## src/rtl/icache_pkg.sv

```systemverilog
// Shared types and sizing helpers for the direct-mapped instruction cache.
package icache_pkg;

  typedef enum logic [1:0] {
    IDLE  = 2'd0,
    FETCH = 2'd1,
    FILL  = 2'd2
  } state_t;

  // addi x0, x0, 0
  localparam logic [31:0] NOP_INSTR = 32'h0000_0013;

  function automatic int unsigned index_width(input int unsigned sets);
    return 32'($clog2(sets));
  endfunction

  function automatic int unsigned tag_width(input int unsigned data_width,
                                            input int unsigned sets);
    return data_width - 32'd2 - 32'($clog2(sets));
  endfunction

endpackage

```

## src/rtl/icache_ram.sv

```systemverilog
// Line storage: one data word and one tag per set, async read, sync write.
module icache_ram
  import icache_pkg::*;
#(
  parameter int unsigned DATA_WIDTH = 32,
  parameter int unsigned SETS       = 64,
  localparam int unsigned IDX_W     = index_width(SETS),
  localparam int unsigned TAG_W     = tag_width(DATA_WIDTH, SETS)
) (
  input  logic                  clk,
  input  logic                  we,
  input  logic [IDX_W-1:0]      waddr,
  input  logic [DATA_WIDTH-1:0] wdata,
  input  logic [TAG_W-1:0]      wtag,
  input  logic [IDX_W-1:0]      raddr,
  output logic [DATA_WIDTH-1:0] rdata,
  output logic [TAG_W-1:0]      rtag
);

  logic [DATA_WIDTH-1:0] data_mem [SETS];
  logic [TAG_W-1:0]      tag_mem  [SETS];

  always_ff @(posedge clk) begin
    if (we) begin
      data_mem[waddr] <= wdata;
      tag_mem[waddr]  <= wtag;
    end
  end

  assign rdata = data_mem[raddr];
  assign rtag  = tag_mem[raddr];

endmodule

```

## src/rtl/icache_fetch.sv

```systemverilog
// Fetch-stage instruction cache: zero-latency hit path, single-word refill on miss,
// fence.i style invalidate-all that defers behind an in-flight refill.
module icache_fetch
  import icache_pkg::*;
#(
  parameter int unsigned DATA_WIDTH = 32,
  parameter int unsigned SETS       = 64
) (
  input  logic                  clk,
  input  logic                  rst,
  input  logic [DATA_WIDTH-1:0] PC,
  input  logic                  inv,
  output logic [DATA_WIDTH-1:0] instr,
  output logic                  en_f,
  output logic                  mem_req,
  output logic [DATA_WIDTH-1:0] mem_addr,
  input  logic [DATA_WIDTH-1:0] mem_rdata,
  input  logic                  mem_valid
);

  localparam int unsigned IDX_W   = index_width(SETS);
  localparam int unsigned TAG_W   = tag_width(DATA_WIDTH, SETS);
  localparam int unsigned TAG_LSB = IDX_W + 2;

  state_t                state;
  logic [SETS-1:0]       valid;
  logic                  inv_pend;
  logic [DATA_WIDTH-1:0] miss_addr;
  logic [DATA_WIDTH-1:0] fill_data;
  logic [IDX_W-1:0]      pc_idx;
  logic [IDX_W-1:0]      fill_idx;
  logic [TAG_W-1:0]      pc_tag;
  logic [TAG_W-1:0]      fill_tag;
  logic [TAG_W-1:0]      line_tag;
  logic [DATA_WIDTH-1:0] line_data;
  logic                  hit;

  assign pc_idx   = PC[TAG_LSB-1:2];
  assign pc_tag   = PC[DATA_WIDTH-1:TAG_LSB];
  assign fill_idx = miss_addr[TAG_LSB-1:2];
  assign fill_tag = miss_addr[DATA_WIDTH-1:TAG_LSB];
  assign mem_addr = miss_addr;

  icache_ram #(
    .DATA_WIDTH(DATA_WIDTH),
    .SETS      (SETS)
  ) u_ram (
    .clk  (clk),
    .we   (state == FILL),
    .waddr(fill_idx),
    .wdata(fill_data),
    .wtag (fill_tag),
    .raddr(pc_idx),
    .rdata(line_data),
    .rtag (line_tag)
  );

  // Hit path is combinational so a resident line is delivered in the request cycle.
  always_comb begin
    hit   = (state == IDLE) && valid[pc_idx] && (line_tag == pc_tag) && !inv && !inv_pend;
    en_f  = hit;
    instr = hit ? line_data : DATA_WIDTH'(NOP_INSTR);
  end

  always_ff @(posedge clk) begin
    if (rst) begin
      state     <= IDLE;
      valid     <= '0;
      inv_pend  <= 1'b0;
      miss_addr <= '0;
      fill_data <= '0;
      mem_req   <= 1'b0;
    end else begin
      unique case (state)
        // Invalidate wins over a simultaneous miss; no refill starts that cycle.
        IDLE: begin
          if (inv) begin
            valid <= '0;
          end else if (!hit) begin
            miss_addr <= PC & ~DATA_WIDTH'(3);
            mem_req   <= 1'b1;
            state     <= FETCH;
          end
        end
        FETCH: begin
          if (inv) inv_pend <= 1'b1;
          if (mem_valid) begin
            fill_data <= mem_rdata;
            mem_req   <= 1'b0;
            state     <= FILL;
          end
        end
        // A deferred invalidate also drops the line being written now.
        FILL: begin
          if (inv || inv_pend) valid <= '0;
          else                 valid[fill_idx] <= 1'b1;
          inv_pend <= 1'b0;
          state    <= IDLE;
        end
        default: state <= IDLE;
      endcase
    end
  end

endmodule

```

## config.mk

```make
export PLATFORM = sky130hd
export DESIGN_NAME = icache_fetch
export DESIGN_NICKNAME = d
export VERILOG_FILES = /design/src/rtl/icache_pkg.sv /design/src/rtl/icache_ram.sv /design/src/rtl/icache_fetch.sv
export SDC_FILE = /design/constraint.sdc
export NUM_CORES = 2
export LEC_CHECK = 0
export ABC_CLOCK_PERIOD_IN_PS = 4260
export CORE_ASPECT_RATIO = 0.8
export CORE_MARGIN = 5
export CORE_UTILIZATION = 30
export CTS_BUF_LIST = sky130_fd_sc_hd__clkbuf_4
export DETAILED_ROUTE_END_ITERATION = 10
export PLACE_DENSITY = 0.53
export SKIP_CTS_REPAIR_TIMING = 1
export SYNTH_ARGS = -nofsm -noshare
export SYNTH_HDL_FRONTEND = slang
export SYNTH_SLANG_ARGS = --single-unit
```

## constraint.sdc

```tcl
create_clock -name clk -period 4.26 [get_ports clk]
set_input_delay 0.426 -clock clk [delete_from_list [all_inputs] [get_ports clk]]
set_output_delay 0.426 -clock clk [all_outputs]
set_load 0.01 [all_outputs]
```

After elaboration in Yosys (flattened, before gate mapping)
Memory sizes are Yosys's and may differ from the RTL's.
Cells that the tools add are included.
{"block": "classes", "n_reduce_logical": 18, "n_eq_ne": 8, "n_mux": 20, "magnitude_cmp": 3, "n_bitwise": 3}
{"operator": "$mux 64", "count": 2}
{"operator": "$pmux 64 s2", "count": 1}
{"operator": "$or 64x64->64", "count": 1}
{"operator": "$mux 32", "count": 1}
{"operator": "$eq 24x24->1", "count": 1}
{"operator": "$lt 6x7->1 const B", "count": 2}
{"operator": "$ne 2x2->1 const B", "count": 5}
{"operator": "$mux 1", "count": 8}
{"operator": "$bmux 1 s6", "count": 1}
{"operator": "$demux 1 s6", "count": 1}
{"operator": "$ge 6x1->1 const B", "count": 1}
{"operator": "$mux 2", "count": 3}
{"operator": "$reduce_and 2->1", "count": 3}
{"operator": "$reduce_and 3->1", "count": 2}
{"operator": "$reduce_bool 2->1", "count": 3}
{"operator": "$logic_and 1x1->1", "count": 5}
{"operator": "$pmux 1 s2", "count": 2}
{"operator": "$pmux 2 s2", "count": 1}
{"operator": "$reduce_and 4->1", "count": 1}
{"operator": "$eq 2x1->1 const B", "count": 1}
{"operator": "$eq 2x2->1 const B", "count": 1}
{"operator": "$logic_not 1->1", "count": 2}
{"operator": "$logic_not 2->1", "count": 1}
{"operator": "$not 1->1", "count": 2}
{"operator": "$logic_or 1x1->1", "count": 1}
{"block": "word_totals", "memories": 2, "output_inout_bits": 66, "wordCells": 60, "ram_bits": 3584, "reg_bits": 130, "inputBits": 68}
{"memory": "u_ram.data_mem", "depth": 64, "width": 32, "read_ports": 1, "rd_clocked_by_memory_dff": 0, "wr": 1, "line_no": "icache_ram.sv:20", "text": "logic [DATA_WIDTH-1:0] data_mem [SETS];"}
{"memory": "u_ram.tag_mem", "depth": 64, "width": 24, "read_ports": 1, "rd_clocked_by_memory_dff": 0, "wr": 1, "line_no": "icache_ram.sv:21", "text": "logic [TAG_W-1:0] tag_mem [SETS];"}

Longest topological paths before layout
{"block": "depth", "ltp_word": 9, "mapped_depth": 18, "mapped_depth_nobuf": 10}

By module
From an unflattened synthesis, not the netlist that was laid out.
{"block": "unflattened", "hier_cells": 6386, "area_unflattened_um2": 141334.3}
{"mod": "icache_ram", "seq_area_each_um2": 107623.2, "cells_per_inst": 5727, "area_each_um2": 135299.8, "n_inst": 1}
{"mod": "icache_fetch", "seq_area_each_um2": 2602.5, "cells_per_inst": 659, "area_each_um2": 6034.5, "n_inst": 1}

Least setup slack after synthesis
Ideal clock, no wire load.
{"block": "synth_timing", "kind": "flip-flop to flip-flop", "from": "register miss_addr[3] (netlist: mem_addr[3])", "to": "memory u_ram.data_mem[28][0], enable pin", "synth_period_minus_slack_ns": 4.276, "path_buffers": 2, "setup_time_ns": 0.470, "slack_ns": -0.016, "arrival_ns": 3.806, "stages_incl_launch_ff": 6, "required_ns": 3.790, "cell_sequence": "dfxtp_1 clkbuf_1 or3b_2 or2_2 clkbuf_1 nor2_1"}
{"item": "start, declared", "line_no": "icache_fetch.sv:28", "text": "logic [DATA_WIDTH-1:0] miss_addr;"}
{"item": "start signal, assigned", "line_no": "icache_fetch.sv:80", "text": "miss_addr <= PC & ~DATA_WIDTH'(3);"}
{"item": "end, declared", "line_no": "icache_ram.sv:20"}
Straight into the memory's write port.

Final worst setup path
{"block": "layout_timing", "from": "memory u_ram.tag_mem[17][22] (netlist bit)", "to": "output instr[27]"}
{"block": "layout_via", "elab_chain_cells": 6}
{"item": "start, declared", "line_no": "icache_ram.sv:21"}
{"item": "$mem_v2 64x24"}
{"item": "$eq 24x24->1", "line_no": "icache_fetch.sv:60", "text": "hit = (state == IDLE) && valid[pc_idx] && (line_tag == pc_tag) && !inv && !inv_pend;"}
{"item": "$logic_and 1x1->1 (3 in a row)", "line_no": "icache_fetch.sv:60"}
{"item": "$mux 32", "line_no": "icache_fetch.sv:62", "text": "instr = hit ? line_data : DATA_WIDTH'(NOP_INSTR);"}
{"item": "end, declared", "line_no": "icache_fetch.sv:13", "text": "output logic [DATA_WIDTH-1:0] instr,"}
Every way passes these cells.

==> metrics.txt <==
Setup crit end kind=output pin; Initial Utilization=30.1%; first-pass GRT wire length=666,000 um; Fill cells=44,528; Clock Power Share=38.9%; H-tree levels=6; Internal Power=56,300 uW; sequential power share=55.1%; Final Cycle Share=143%; worst-margin pin slew=1.45 ns; CTS sink cnt=3,714; Synth top area share=74.9%; Synth area leaders=edfxtp_1 (75%), mux4_2 (15%), dfxtp_1 (1.8%); Area Overhead vs Synth=19.0%; post-place setup slack=-1.91 ns; placed cell areas=159,000 um2; fin crit period=6.11 ns; sequential-to-total area share from yosys stat=76.7%; CP Capture Point=instr[27]; sw power=17,300 uW; full die area=493,000 um2; largest net degree at the start of global routing=110; nets=8,119; Reg area=110,000 um2; Post-Route WL=494,000 um; vias=80,924; Final Wtd Congestion=0.867; share of layout cells above drive strength 1=38.2%; standard-cell rows=227; crit path kind=register to output pin; Final TNS setup=-55.40 ns; leakage=0.0585 uW; CTS root buf=clkbuf_4; crit path from=u_ram.tag_mem[17][22]; Clock transition at path regs=0.07 ns; PortBufs=129; Clock Latency Late Sink=1.54 ns; # DRC=0; Worst VDD drop=0.000211 V; flops & latches, synth=3,714; worst reg2reg setup slack=0.06 ns; Reg2Reg Capture Point=mem_addr[16]; most common cell in the synthesized netlist=edfxtp_1; Bufs on Longest Clock Path=4; endpoints failing setup=33; Hold WC Path Type=input pin to register; final worst-path setup slack=-1.85 ns; worst reg2reg startpoint=u_ram.tag_mem[49][13]; status=finished with violations; max_cap viols=0; EDFF count, synth=3,584; I/O Pins=134; routed length per instance=32.7 um; mapped cell area=144,000 um2; Pwr Density=430 nW/um2; critical path arrival=5.68 ns; Max Clk Rate=164 MHz; cell taking the most area after synthesis=edfxtp_1; Fin Clk Skew=0.212 ns; vias in the first global route=79,252; Max Slew Vio Count=0; DP HPWL=290,000 um; YS warnings=0; non-filler cells, final=15,101; failing checks=setup timing; drt first-iter violations=11,943; initial antenna violation count=32; multi-input logic area=32,100 um2; ys async rst share=0%; hold slack final=0.0859 ns; drt pass-1 iters=6; Mapped Cells=6,624; Post-Syn Area per Cell=21.7 um2; Hold Vio Cnt, Final=0; DP Cell Count=13,530; TritonCTS clock tree=yes; Overflow after GRT=0; post-synth cell types=83; core area=478,000 um2; gr usage total=19.4%; CP required=3.83 ns; Max-slew headroom=2.39%; Most used DFF post-synth=edfxtp_1; RSZ-0062 raised after global routing=true; top cells by count, synth=edfxtp_1 (3,584), mux4_2 (952), nand2_1 (243); Antenna Nets Post-Route=0; Chip Height=629 um; startpoint types=register; cell area after layout=171,000 um2; CTS Buf Count=882; Via density=5.36; worst-path fanout max=5; Die Wd=784 um; r2r worst-path depth=13; combinational share of power=6.0%; sw frac=23.5%
## cell usage in the layout, fill, tap and decap left out, drive strengths merged, types with 13 or more instances in the layout
cell           instances
a21oi                130
a221oi                16
a22oi                 49
a311o                 30
a311oi                16
a31oi                 13
and2                  16
and3                  25
buf                  786
bufinv                13
clkbuf              1263
clkdlybuf4s50         89
clkinv               212
dfxtp                130
diode                 15
dlygate4sd3           42
edfxtp              3584
inv                   62
mux2                  50
mux2i                189
mux4                 961
nand2                243
nand2b                16
nand3                 38
nand4                 17
nor2                 225
nor2b                 67
nor3                  54
nor3b                 28
nor4                  18
o21ai                 63
o22ai                 72
## layer usage
| metal | vias up | wire length [um] | share of wire (%) | track usage, % |
|---|---|---|---|---|
| li1 | 31283 | - | - | - |
| met1 | 43794 | 209000 | 42 | 28.8 |
| met2 | 5102 | 217000 | 44 | 28.5 |
| met3 | 741 | 52600 | 11 | 4.44 |
| met4 | 4 | 14000 | 2.8 | 5.62 |
| met5 | - | 17 | 0.0034 | 0 |
## flip-flops by register name (all words and copies together), names as in the netlist
signal	cells
state	2
valid	64
inv_pend	1
u_ram.data_mem	2048
u_ram.tag_mem	1536
mem_addr	30
fill_data	32
mem_req	1
## worst min path at each step
stage / start / end / slack [ns] / cells past startpoint
2_1_floorplan: valid[10] / valid[10] / 0.43 / 2
3_3_place_gp: valid[58] / valid[58] / 0.44 / 2
3_5_place_dp: valid[18] / valid[18] / 0.45 / 2
4_1_cts: mem_rdata[26] / fill_data[26] / -0.68 / 3
5_1_grt: mem_rdata[22] / fill_data[22] / 0.009 / 4
6_report: mem_rdata[22] / fill_data[22] / 0.09 / 4
## power groups by stage
stage,Combinational (uW),Sequential (uW),Clock [uW]
global route,4580,40600,31300
detailed placement,4310,41400,0
CTS,4320,40600,29400
floorplan,2010,41600,0
global placement,4250,41300,0
finish,4390,40600,28700
## logic make-up after synthesis
kind of cell / Yosys count / share of synthesized area, %
flops: 3714 / 76.7
mux: 1200 / 16.8
simple gates: 805 / 2.72
compound gates: 469 / 2.24
buf+inv: 423 / 1.52
xor+xnor: 12 / 0.0731
other cells: 1 / 0.00261
## area by class of cell
class                   instances  area share, %
clock inverters               247          0.846
clock buffers                1260           5.53
flip-flops and latches       3714           64.5
repair buffers                920           5.56
multi-input cells            2488           18.8
well taps                    6412           4.69
diodes                         15         0.0219
inverters                      45          0.106
## critical path, cell delays in order (launching register included)
cell      delay (ns)
edfxtp_1        0.37
mux4_2          0.48
a22oi_1         0.38
a21oi_1         0.18
nor3_4          0.33
buf_4           0.18
xnor2_1         0.07
or4_4           0.57
or4_4           0.63
buf_16          0.21
buf_12          0.15
buf_6           0.11
a311oi_2        0.24
buf_4           0.20
buf_6           0.11
## metrics by stage
stage	util [%]	total power, uW
final	35.8	73600
after CTS	35.6	74200
after global routing	35.8	76400
after floorplan	-	43600
after detailed placement	33.3	45700
after global placement	33.3	45600
No activity file was read; power rests on OpenSTA's default activity.
